==> src/rtl/ff_pipe_slice.sv <==
// rtl/ff_pipe_slice.sv - one elastic register slice: valid/data pair plus its ready term
module ff_pipe_slice #(
  parameter int                    DATA_LEN = 32,
  parameter logic [DATA_LEN-1:0]   RST_DATA = '0
) (
  input  logic                clk,
  input  logic                syn_rst,
  input  logic                flush,
  input  logic                up_valid,
  input  logic [DATA_LEN-1:0] up_data,
  input  logic                down_ready,
  output logic                ready,
  output logic                valid,
  output logic                valid_nxt,
  output logic [DATA_LEN-1:0] data
);

  // A slice can load whenever downstream takes its entry or it is a bubble.
  assign ready = down_ready | ~valid;

  always_comb begin
    valid_nxt = valid;
    if (syn_rst || flush) begin
      valid_nxt = 1'b0;
    end else if (ready) begin
      valid_nxt = up_valid;
    end
  end

  always_ff @(posedge clk) begin
    if (syn_rst) begin
      valid <= 1'b0;
      data  <= RST_DATA;
    end else begin
      valid <= valid_nxt;
      // Bubbles and flushed entries leave the data register untouched.
      if (ready && up_valid && !flush) begin
        data <= up_data;
      end
    end
  end

endmodule

==> src/rtl/ff_pipe_chain.sv <==
// rtl/ff_pipe_chain.sv - DEPTH-slice elastic pipeline with flush and registered occupancy
module ff_pipe_chain #(
  parameter int                    DATA_LEN = 32,
  parameter int                    DEPTH    = 2,
  parameter logic [DATA_LEN-1:0]   RST_DATA = '0
) (
  input  logic                         clk,
  input  logic                         syn_rst,
  input  logic                         flush,
  input  logic                         in_valid,
  output logic                         in_ready,
  input  logic [DATA_LEN-1:0]          in_data,
  output logic                         out_valid,
  input  logic                         out_ready,
  output logic [DATA_LEN-1:0]          out_data,
  output logic [$clog2(DEPTH+1)-1:0]   occupancy
);

  localparam int OCC_W = $clog2(DEPTH + 1);

  if (DEPTH < 1 || DATA_LEN < 1) begin : g_bad_params
    $error("ff_pipe_chain: DEPTH and DATA_LEN must both be at least 1");
  end

  logic [DEPTH-1:0] v_nxt;
  logic [OCC_W-1:0] occ_nxt;

  for (genvar i = 0; i < DEPTH; i++) begin : g_slice
    logic                rdy;
    logic                vld;
    logic [DATA_LEN-1:0] dat;
    logic                up_v;
    logic [DATA_LEN-1:0] up_d;
    logic                dn_r;

    if (i == 0) begin : g_head
      assign up_v = in_valid & in_ready;
      assign up_d = in_data;
    end else begin : g_mid
      assign up_v = g_slice[i-1].vld;
      assign up_d = g_slice[i-1].dat;
    end

    // Per-stage ready nets keep the combinational chain free of self-referencing vectors.
    if (i == DEPTH - 1) begin : g_tail
      assign dn_r = out_ready;
    end else begin : g_inner
      assign dn_r = g_slice[i+1].rdy;
    end

    ff_pipe_slice #(
      .DATA_LEN (DATA_LEN),
      .RST_DATA (RST_DATA)
    ) u_slice (
      .clk        (clk),
      .syn_rst    (syn_rst),
      .flush      (flush),
      .up_valid   (up_v),
      .up_data    (up_d),
      .down_ready (dn_r),
      .ready      (rdy),
      .valid      (vld),
      .valid_nxt  (v_nxt[i]),
      .data       (dat)
    );
  end

  assign in_ready  = g_slice[0].rdy & ~flush & ~syn_rst;
  assign out_valid = g_slice[DEPTH-1].vld;
  assign out_data  = g_slice[DEPTH-1].dat;

  always_comb begin
    occ_nxt = '0;
    for (int i = 0; i < DEPTH; i++) begin
      occ_nxt = occ_nxt + OCC_W'(v_nxt[i]);
    end
  end

  always_ff @(posedge clk) begin
    if (syn_rst) begin
      occupancy <= '0;
    end else begin
      occupancy <= occ_nxt;
    end
  end

endmodule

==> config.mk <==
export PLATFORM = sky130hd
export DESIGN_NAME = ff_pipe_chain
export DESIGN_NICKNAME = d
export VERILOG_FILES = /design/src/rtl/ff_pipe_slice.sv /design/src/rtl/ff_pipe_chain.sv
export SDC_FILE = /design/constraint.sdc
export NUM_CORES = 1
export LEC_CHECK = 0
export CAP_MARGIN = 20
export CORE_ASPECT_RATIO = 1.75
export CORE_UTILIZATION = 29
export CTS_CLUSTER_SIZE = 8
export DETAILED_ROUTE_END_ITERATION = 10
export HOLD_SLACK_MARGIN = 0.08
export PLACE_DENSITY = 0.51
export SLEW_MARGIN = 15
export SYNTH_ARGS = -nofsm -noshare
export SYNTH_HDL_FRONTEND = slang
export SYNTH_SLANG_ARGS = --single-unit
==> constraint.sdc <==
create_clock -name clk -period 3.5 [get_ports clk]
set_input_delay 0.525 -clock clk [delete_from_list [all_inputs] [get_ports clk]]
set_output_delay 0.525 -clock clk [all_outputs]
set_load 0.1 [all_outputs]
==> flow_summary.toml <==
[logic_synthesis]
synth-compound-area-share_pct = 22.9
synthXorXnorAreaFrac_pct = 0
synth_top_family_by_area = "compound AO/OA/AOI/OAI gates"
synth.area.mux_share_pct = 0
yosysUniqueCellTypes = 23
synth_seq_cells = 68
synth_simple_gate_area_share_pct = 19.6
yosys_warnings = 0
netlist_instances = 314
synth_area_um2 = 2690
synth_adder_area_share_pct = 0.466
avgSynthCellArea_um2 = 8.56
ys_seq_area_share_pct = 50.7
syn_nets = 352

[critical_path]
required_ns = 3.69
r2r_start = "g_slice[1].u_slice.valid$_SDFF_PP0_"
critPathKind = "input pin to flop"
start_kind = "input pin"
end_kind = "flop"
cp.arrival_ns = 2.59
setup.reg_to_reg.worst_slack_ns = 1.43
crit_path_max_fanout = 33
reg2regPathDepth = 5
rr_endpoint = "occupancy[0]$_SDFF_PP0_"

[timing]
setup_viol = 0
final_hold_viol_count = 0
rsz0062_at_grt = "false"
worst_pin_slew_ns = 1.05
period_needed_ns = 2.41
setup_tns_ns = 0
worst_clock_skew_ns = 0.00629
hold_ws_ns = 0.465
maxSlewViolCount = 0
max_slew_margin_pct = 29.6
setup_slack_ns = 1.09
fin_crit_sh_pct = 68.8
clock.fmax_mhz = 416

[global_route]
gr-total-overflow = 0
grt_pass1_wl_mm = 13.0
grt_pass1_vias = 2606
grt_antenna_before_repair = 0
grt_usage_pct = 17.8
grt_max_degree = 41

[clock_tree]
cts-hold-fix-buffers = 0
h-tree-depth = 3
cts_buffer_depth = 2
cts_setup_buffers = 0
cts_tree = "done"
numCtsBuffers = 9
root_buffer = "clkbuf_16"
clock_sinks = 68
insertion_delay_ns = 0.33
clk_pin_slew_ns = 0.05
cts-resized-gates = 0

[pwr]
power_density_nw_per_um2 = 481
ir_drop_mv = 0.233
p_leak_uw = 0.00140

[placement]
preCtsSetupSlack_ns = 0.762
dp_hpwl_mm = 5.19
place_area_um2 = 3480
io_buffers = 72
place_inst = 479
place.gp.congestion = 0.786

[finish]
stdcell_count = 495
fin_area_um2 = 3760
n_antenna_cell = 0
fill_cells = 928
area_growth_pct = 39.9
drive_above_1_share_pct = 7.47
nets = 408

[worst_hold_path]
min_from = "g_slice[0].u_slice.data[5]$_SDFFE_PP0P_"
hold_class = "flop to flop"
holdPathEnd = "g_slice[0].u_slice.data[5]$_SDFFE_PP0P_"
hold_path_depth = 2

[route]
drtPass1Iterations = 4
drtAntennaViolNets = 0
drc = 0
avgViaCountPerCell = 5.30
drt_iter0_markers = 185
routedWlPerCell_um = 16.7
vias = 2622
wl_mm = 8.24

[floorplan]
core_area_um2 = 9040
start_util_pct = 29.7
die_width_um = 74.8
dieArea_um2 = 9670
io-pin-count = 73
num_rows = 46
die_y_um = 129

[run]
drv_cap = 0

[outcome]
status = "finished clean"
==> synth_stat cells <==
cell type / n / area [um2]
a21oi_1: 32 / 160
clkbuf_1: 13 / 48.8
dfxtp_1: 68 / 1360
nand2b_1: 2 / 12.5
o311ai_1: 29 / 254
nand2_1: 32 / 120
and3b_1: 1 / 8.76
inv_1: 2 / 7.51
nor2b_1: 3 / 18.8
nor2_1: 1 / 3.75
a211oi_1: 2 / 15.0
o21ai_1: 7 / 35.0
nor3b_2: 1 / 12.5
ha_1: 1 / 12.5
o21ai_0: 25 / 125
and2b_1: 1 / 7.51
buf_2: 20 / 100
o311ai_0: 3 / 26.3
nand3_1: 64 / 320
buf_1: 1 / 3.75
nand3b_1: 1 / 7.51
clkbuf_2: 2 / 10.0
nor3_1: 3 / 15.0
==> state kept, by name, indices dropped and copies added (netlist names) <==
signal,cells
occupancy,2
g_slice.u_slice.data,64
g_slice.u_slice.valid,2
==> critical path, stage by stage <==
cell             delay, ns
clkdlybuf4s50_1       0.45
and2b_1               0.90
nor2_1                0.13
nor3_1                0.20
ha_1                  0.26
nor2b_1               0.13
==> metrics by stage <==
| step | util, % | power (uW) |
|---|---|---|
| floorplan | - | 903 |
| global placement | 38.5 | 974 |
| detailed placement | 38.5 | 974 |
| CTS | 41.6 | 1820 |
| global route | 41.6 | 1870 |
| finish | 41.6 | 1810 |
==> worst max-delay path by stage <==
stage	from	end	slack (ns)
after global placement	out_ready	occupancy[0]$_SDFF_PP0_	0.82
after CTS	out_ready	occupancy[0]$_SDFF_PP0_	1.09
final	out_ready	occupancy[0]$_SDFF_PP0_	1.09
after global routing	out_ready	occupancy[0]$_SDFF_PP0_	0.96
after floorplan	g_slice[1].u_slice.valid$_SDFF_PP0_	in_ready	0.61
after detailed placement	out_ready	occupancy[0]$_SDFF_PP0_	0.76
==> cells by family after synthesis <==
logic type | Yosys count
AND/OR/NAND/NOR | 109
AO/OA/AOI/OAI | 98
flip-flops | 68
buffers and inverters | 38
adder cells (fa/ha/maj) | 1
==> metal layers <==
layer / wire length, um / global-route usage (%)
met1: 3480 / 20.8
met3: 349 / 3.27
met2: 4150 / 30.1
met5: 0 / 0
met4: 263 / 9.88
==> layout by cell type, fill, tap and decap left out, drive strengths merged <==
| cell | n |
|---|---|
| a21oi | 32 |
| nor3b | 1 |
| nand2b | 2 |
| nand3b | 1 |
| nor2b | 3 |
| inv | 2 |
| nand2 | 32 |
| o311ai | 32 |
| and3b | 1 |
| ha | 1 |
| dfxtp | 68 |
| buf | 12 |
| clkinv | 1 |
| nor3 | 3 |
| nor2 | 1 |
| and2b | 1 |
| clkdlybuf4s50 | 69 |
| clkbuf | 15 |
| o21ai | 32 |
| a211oi | 2 |
| nand3 | 64 |
==> report_power, final <==
group	internal, uW	switching [uW]	leakage, uW
logic	60.7	89.7	0.000712
registers	797	11.3	0.000552
clock network	537	312	0.000140
total	1390	413	0.00140
==> cell type report <==
cell class                      instances  area, um2  area share [%]
Timing Repair Buffer                   81        788            21.0
Inverter                                2       7.51           0.200
Sequential cell                        68       1360            36.2
Clock inverter                          1       5.00           0.133
Multi-Input combinational cell        208       1170            31.1
Clock buffer                           15        278            7.39
Tap cell                              120        150            3.99
(Power assumes the default switching activity.)
==> variant 1 (config.mk and constraints unchanged) <==
Reset style: asynchronous (`syn_rst`), changed in 2 clocked blocks.
--- a/src/rtl/ff_pipe_slice.sv
+++ b/src/rtl/ff_pipe_slice.sv
@@ -29,3 +29,3 @@
 
-  always_ff @(posedge clk) begin
+  always_ff @(posedge clk or posedge syn_rst) begin
     if (syn_rst) begin
--- a/src/rtl/ff_pipe_chain.sv
+++ b/src/rtl/ff_pipe_chain.sv
@@ -78,3 +78,3 @@
 
-  always_ff @(posedge clk) begin
+  always_ff @(posedge clk or posedge syn_rst) begin
     if (syn_rst) begin
Formal check against the unedited RTL: differs if syn_rst is asserted again (counterexample within 4 cycles, from zero or initial values and one cycle with syn_rst high); with syn_rst held inactive, the same outputs for 10 cycles.
==> variant 1 against the unedited design <==
Global-route usage is 5.6 points lower. Sequential cell count stayed put. Wire length fell by 36%. Final area up 0.93%. Worst setup slack gained 0.051 ns. Synthesized area rose by 0.37%. Critical path type is now register to output pin. Critical endpoint is now out_data[5].
Power is not compared: it rests on default switching activity, and its combinational part moved more than twofold at a synthesized area within 25%.
==> variant 1: results <==
[yosys]
async_flop_share_pct = 100
ys.flop_type = "dfrtp_1"
syn-num-nets = 187
yosys-top-cells-area = "dfrtp_1 63%, mux2_4 17%, mux2_2 9.6%"
yosysSeqAreaShare_pct = 63.1
ys.warnings.count = 0
synth_common_cells = "68 x dfrtp_1, 30 x mux2_4, 23 x mux2_2, 11 x mux2_1, 6 x buf_6"
synth_cell_types = 16
synth.largest_area_cell = "dfrtp_1"

[routing]
first_pass_iters = 3
routed_wl_um = 5270
drtIter0Drc = 60
avgViaCountPerCell = 4.17

[clock_tree]
ctsResizeCount = 0
insertion_delay_ns = 0.32
cts.root.buffer_cell = "clkbuf_16"
htree_num_levels = 3
path_clk_slew_ns = 0.05
cts_setup_buffers = 0
cts_made_buffers = 9
clockBufferDepth = 2

[critical_path]
crit_start = "g_slice[1].u_slice.data[5]$_DFFE_PP0P_"
max_stage_delay_ns = 1.14
critPathSlowestCell = "clkdlybuf4s50_1"
reg2reg_slack_ns = 1.62
crit_path_max_fanout = 2
worstRegToRegCells = 4
crit_family = "buffers and inverters"
worstPathArrival_ns = 1.83
r2r_end = "g_slice[1].u_slice.data[21]$_DFFE_PP0P_"
r2r_start = "g_slice[1].u_slice.valid$_DFF_PP0_"
critPathCapture = "out_data[5]"

[status]
status = "complete, no violations"

[pwr]
powerSeq_uw = 1090
vdd_drop_max_mv = 0.420
clkPwrFrac_pct = 22.5
power.switching_uw = 1490
p_int_uw = 1890
leakagePower_uw = 0.00170

[placed_design]
placed_area_sq_mm = 0.00355
portBuffers = 72
dp_hpwl_um = 3690
gp_congestion = 0.665

[layout]
nets = 269
fillers = 855
reg.largest.list = "g_slice.u_slice.data (64), g_slice.u_slice.valid (2), occupancy (2)"
diodes = 0
drive_gt1_share_pct = 31.5

[grt]
grt_use_total_pct = 12.3
grt_pass1_vias = 1600
grt_pass1_wl_um = 8290
antenna_found_initial = 0
grt_start_max_net_pins = 29

[timing]
slew_headroom_pct = 31.9
skew_ns = 0.00495
finalSetupViolations = 0

[worst_hold_path]
hold_path_class = "register to register"
==> variant 1: cell types whose count changed after synthesis, moves of 20 or more <==
| cell | before | now |
|---|---|---|
| nand3_1 | 64 | 0 |
| dfxtp_1 | 68 | 0 |
| buf_2 | 20 | 0 |
| mux2_4 | 0 | 30 |
| nand2_1 | 32 | 0 |
| dfrtp_1 | 0 | 68 |
| o21ai_0 | 25 | 0 |
| o311ai_1 | 29 | 0 |
| mux2_2 | 0 | 23 |
| a21oi_1 | 32 | 1 |
==> variant 1: how the worst min path moves through the flow <==
stage                                                  from  cells after the start  slack, ns                                 endpoint
floorplan           g_slice[0].u_slice.data[26]$_DFFE_PP0P_                      1       0.46  g_slice[1].u_slice.data[26]$_DFFE_PP0P_
finish               g_slice[1].u_slice.data[9]$_DFFE_PP0P_                      1       0.48   g_slice[1].u_slice.data[9]$_DFFE_PP0P_
CTS                  g_slice[1].u_slice.data[9]$_DFFE_PP0P_                      1       0.49   g_slice[1].u_slice.data[9]$_DFFE_PP0P_
global route        g_slice[1].u_slice.data[30]$_DFFE_PP0P_                      1       0.51  g_slice[1].u_slice.data[30]$_DFFE_PP0P_
global placement    g_slice[0].u_slice.data[26]$_DFFE_PP0P_                      1       0.47  g_slice[1].u_slice.data[26]$_DFFE_PP0P_
detailed placement   g_slice[1].u_slice.data[9]$_DFFE_PP0P_                      1       0.47   g_slice[1].u_slice.data[9]$_DFFE_PP0P_
==> variant 1: layout make-up <==
class	count	area, sq um	share of cell area [%]
clock buffer	12	246	6.50
inverter	1	3.75	0.0989
multi-input combinational	74	923	24.3
sequential	68	1700	44.9
tap	120	150	3.96
timing repair buffer	77	768	20.3
==> variant 1: layer usage <==
| layer | up-vias | global-route usage, % | wire length, um |
|---|---|---|---|
| met5 | - | 0 | 0 |
| met4 | 0 | 6.99 | 92 |
| met3 | 7 | 3.97 | 238 |
| met2 | 40 | 19.0 | 2680 |
| met1 | 736 | 14.7 | 2260 |
| li1 | 686 | - | - |
==> variant 1: through the flow <==
step / std cells / worst slack, ns
after floorplan: 149 / 1.20
final: 352 / 1.14
after global placement: 340 / 0.958
after CTS: 352 / 1.10
after detailed placement: 340 / 0.917
after global routing: 352 / 1.08
==> variant 1: cells by family (layout without fill, tap and decap cells) <==
| kind of cell | Yosys count | in the layout | share of synthesized area (%) |
|---|---|---|---|
| AOI/OAI and AO/OA | 2 | 2 | 0.464 |
| muxes | 64 | 64 | 30.9 |
| adders and majority gates | 1 | 1 | 0.464 |
| buffers and inverters | 7 | 90 | 2.64 |
| DFF | 68 | 68 | 63.1 |
| and+or+nand+nor | 7 | 7 | 2.41 |
==> variant 2 (same settings) <==
Without the edit above. `DATA_LEN` is set to 32 in 2 places; all go to 16.
--- a/src/rtl/ff_pipe_slice.sv
+++ b/src/rtl/ff_pipe_slice.sv
@@ -2,3 +2,3 @@
 module ff_pipe_slice #(
-  parameter int                    DATA_LEN = 32,
+  parameter int                    DATA_LEN = 16,
   parameter logic [DATA_LEN-1:0]   RST_DATA = '0
--- a/src/rtl/ff_pipe_chain.sv
+++ b/src/rtl/ff_pipe_chain.sv
@@ -2,3 +2,3 @@
 module ff_pipe_chain #(
-  parameter int                    DATA_LEN = 32,
+  parameter int                    DATA_LEN = 16,
   parameter int                    DEPTH    = 2,
Interface: changed (resized in_data and out_data); port bits go from 73 to 41. The function was not compared with the original's and may differ.
==> variant 2 against the unedited design <==
Power decreased by 56%. Combinational power fell by 40%. Synthesized cell count fell by 47%. Synthesized area decreased by 44%. Utilization fell by 1.4 points. Non-clock buffer count down 37. Sequential cell count down 32. Final area fell by 47%. Die area shrank 43%. Clock power is 68% lower. Worst setup slack better by 0.044 ns. Wire length is 58% lower.
==> variant 2: results <==
[yosys]
synth_compound_area_share_pct = 25.2
netlist_instances = 166
synth_common_cells = "36 x dfxtp_1, 32 x a21oi_1, 17 x nand2b_1, 16 x nand3_1"
syn-num-nets = 188
synthAdderAreaFrac_pct = 0.828
yosys-top-cells-area = "dfxtp_1 48%, a21oi_1 11%, a31o_1 8.1%"
synth_cell_types = 21
yosysSeqAreaShare_pct = 47.7

[grt]
grt_start_max_net_pins = 33
use_met1_pct = 16.9
grtUsageMet2_pct = 22.5
use_met3_pct = 3.33
grt_pass1_wl_um = 6040
grt_pass1_vias = 1282
grt_use_total_pct = 14.0
antenna_found_initial = 0

[placed_design]
dp_hpwl_um = 2400
pre_cts_slack_ns = 1.21
gp_congestion = 0.702
placed_area_sq_mm = 0.00192
dpl.cell_count = 247

[critical_path]
worstPathArrival_ns = 1.84
crit_path_max_fanout = 5
critPathSlowestCell = "clkdlybuf4s50_1"
critPathCapture = "out_valid"
max_stage_delay_ns = 1.16
reg2reg_slack_ns = 1.88
crit_type = "register to output pin"
crit_family = "buffers and inverters"

[timing]
fin_ws_ns = 1.14
skew_ns = 0.00362
worst_slew_pin_slew_ns = 0.974
whs_ns = 0.471

[routing]
drtIter0Drc = 27
num_vias = 1306
detail_route.wl_per_cell_um = 13.7
routed_wl_um = 3480

[worst_hold_path]
min-delay-start = "g_slice[0].u_slice.data[13]$_SDFFE_PP0P_"
hold_path_class = "register to register"
hold_end = "g_slice[1].u_slice.data[13]$_SDFFE_PP0P_"

[pwr]
vdd_drop_max_mv = 0.232
p_int_uw = 601
leakagePower_uw = 0.000692

[layout]
nets = 222
drive_gt1_share_pct = 8.00
reg.largest.list = "g_slice.u_slice.data (32), g_slice.u_slice.valid (2), occupancy (2)"

[clock_tree]
insertion_delay_ns = 0.28
cts_made_buffers = 5
clockBufferDepth = 2
htree_num_levels = 2
path_clk_slew_ns = 0.07

[status]
status = "complete, no violations"
==> variant 2: cell count changes in the layout (fill, tap and decap cells not counted), moves of 3 or more <==
| cell | delta |
|---|---|
| nand3_1 | -48 |
| dfxtp_1 | -32 |
| nand2_1 | -32 |
| clkdlybuf4s50_1 | -30 |
| o311ai_1 | -29 |
| nand2b_1 | +15 |
| a31o_1 | +14 |
| o21ai_0 | -11 |
| clkbuf_16 | -9 |
| buf_4 | -5 |
| o21ai_1 | -5 |
| o311ai_0 | -3 |
==> variant 2: routing by layer <==
| metal | share of wire, % | vias up | wire length (um) |
|---|---|---|---|
| met1 | 44 | 601 | 1530 |
| li1 | - | 660 | - |
| met5 | 0 | - | 0 |
| met2 | 50 | 41 | 1730 |
| met4 | 1.2 | 0 | 42 |
| met3 | 5.1 | 4 | 179 |
==> variant 2: logic make-up (layout without fill, tap and decap cells) <==
group                    count (synthesis)  count (layout)
AO/OA/AOI/OAI                           64              64
adder cells (fa/ha/maj)                  1               1
buffers and inverters                   17              51
flip-flops                              36              36
AND/OR/NAND/NOR                         48              48
==> variant 2: worst register-to-register path: cells and delay by family, from the launching register on <==
family | cells | cell delay [ns]
adders and majority gates | 1 | 0.25
DFF | 1 | 0.40
and+or+nand+nor | 4 | 0.85
==> variant 2: layout make-up <==
| class | instances | area [sq um] |
|---|---|---|
| clock buffers | 6 | 72.6 |
| clock inverters | 1 | 5.00 |
| fillers | 507 | 2980 |
| multi-input cells | 113 | 692 |
| flip-flops and latches | 36 | 721 |
| well taps | 54 | 67.6 |
| repair buffers | 44 | 440 |
==> variant 2: power by group through the flow <==
stage	registers [uW]	clock network [uW]	logic (uW)
2_1_floorplan	451	0	43.3
3_3_place_gp	438	0	89.5
3_5_place_dp	439	0	90.6
4_1_cts	429	286	91.0
5_1_grt	431	300	97.4
6_report	429	275	90.2
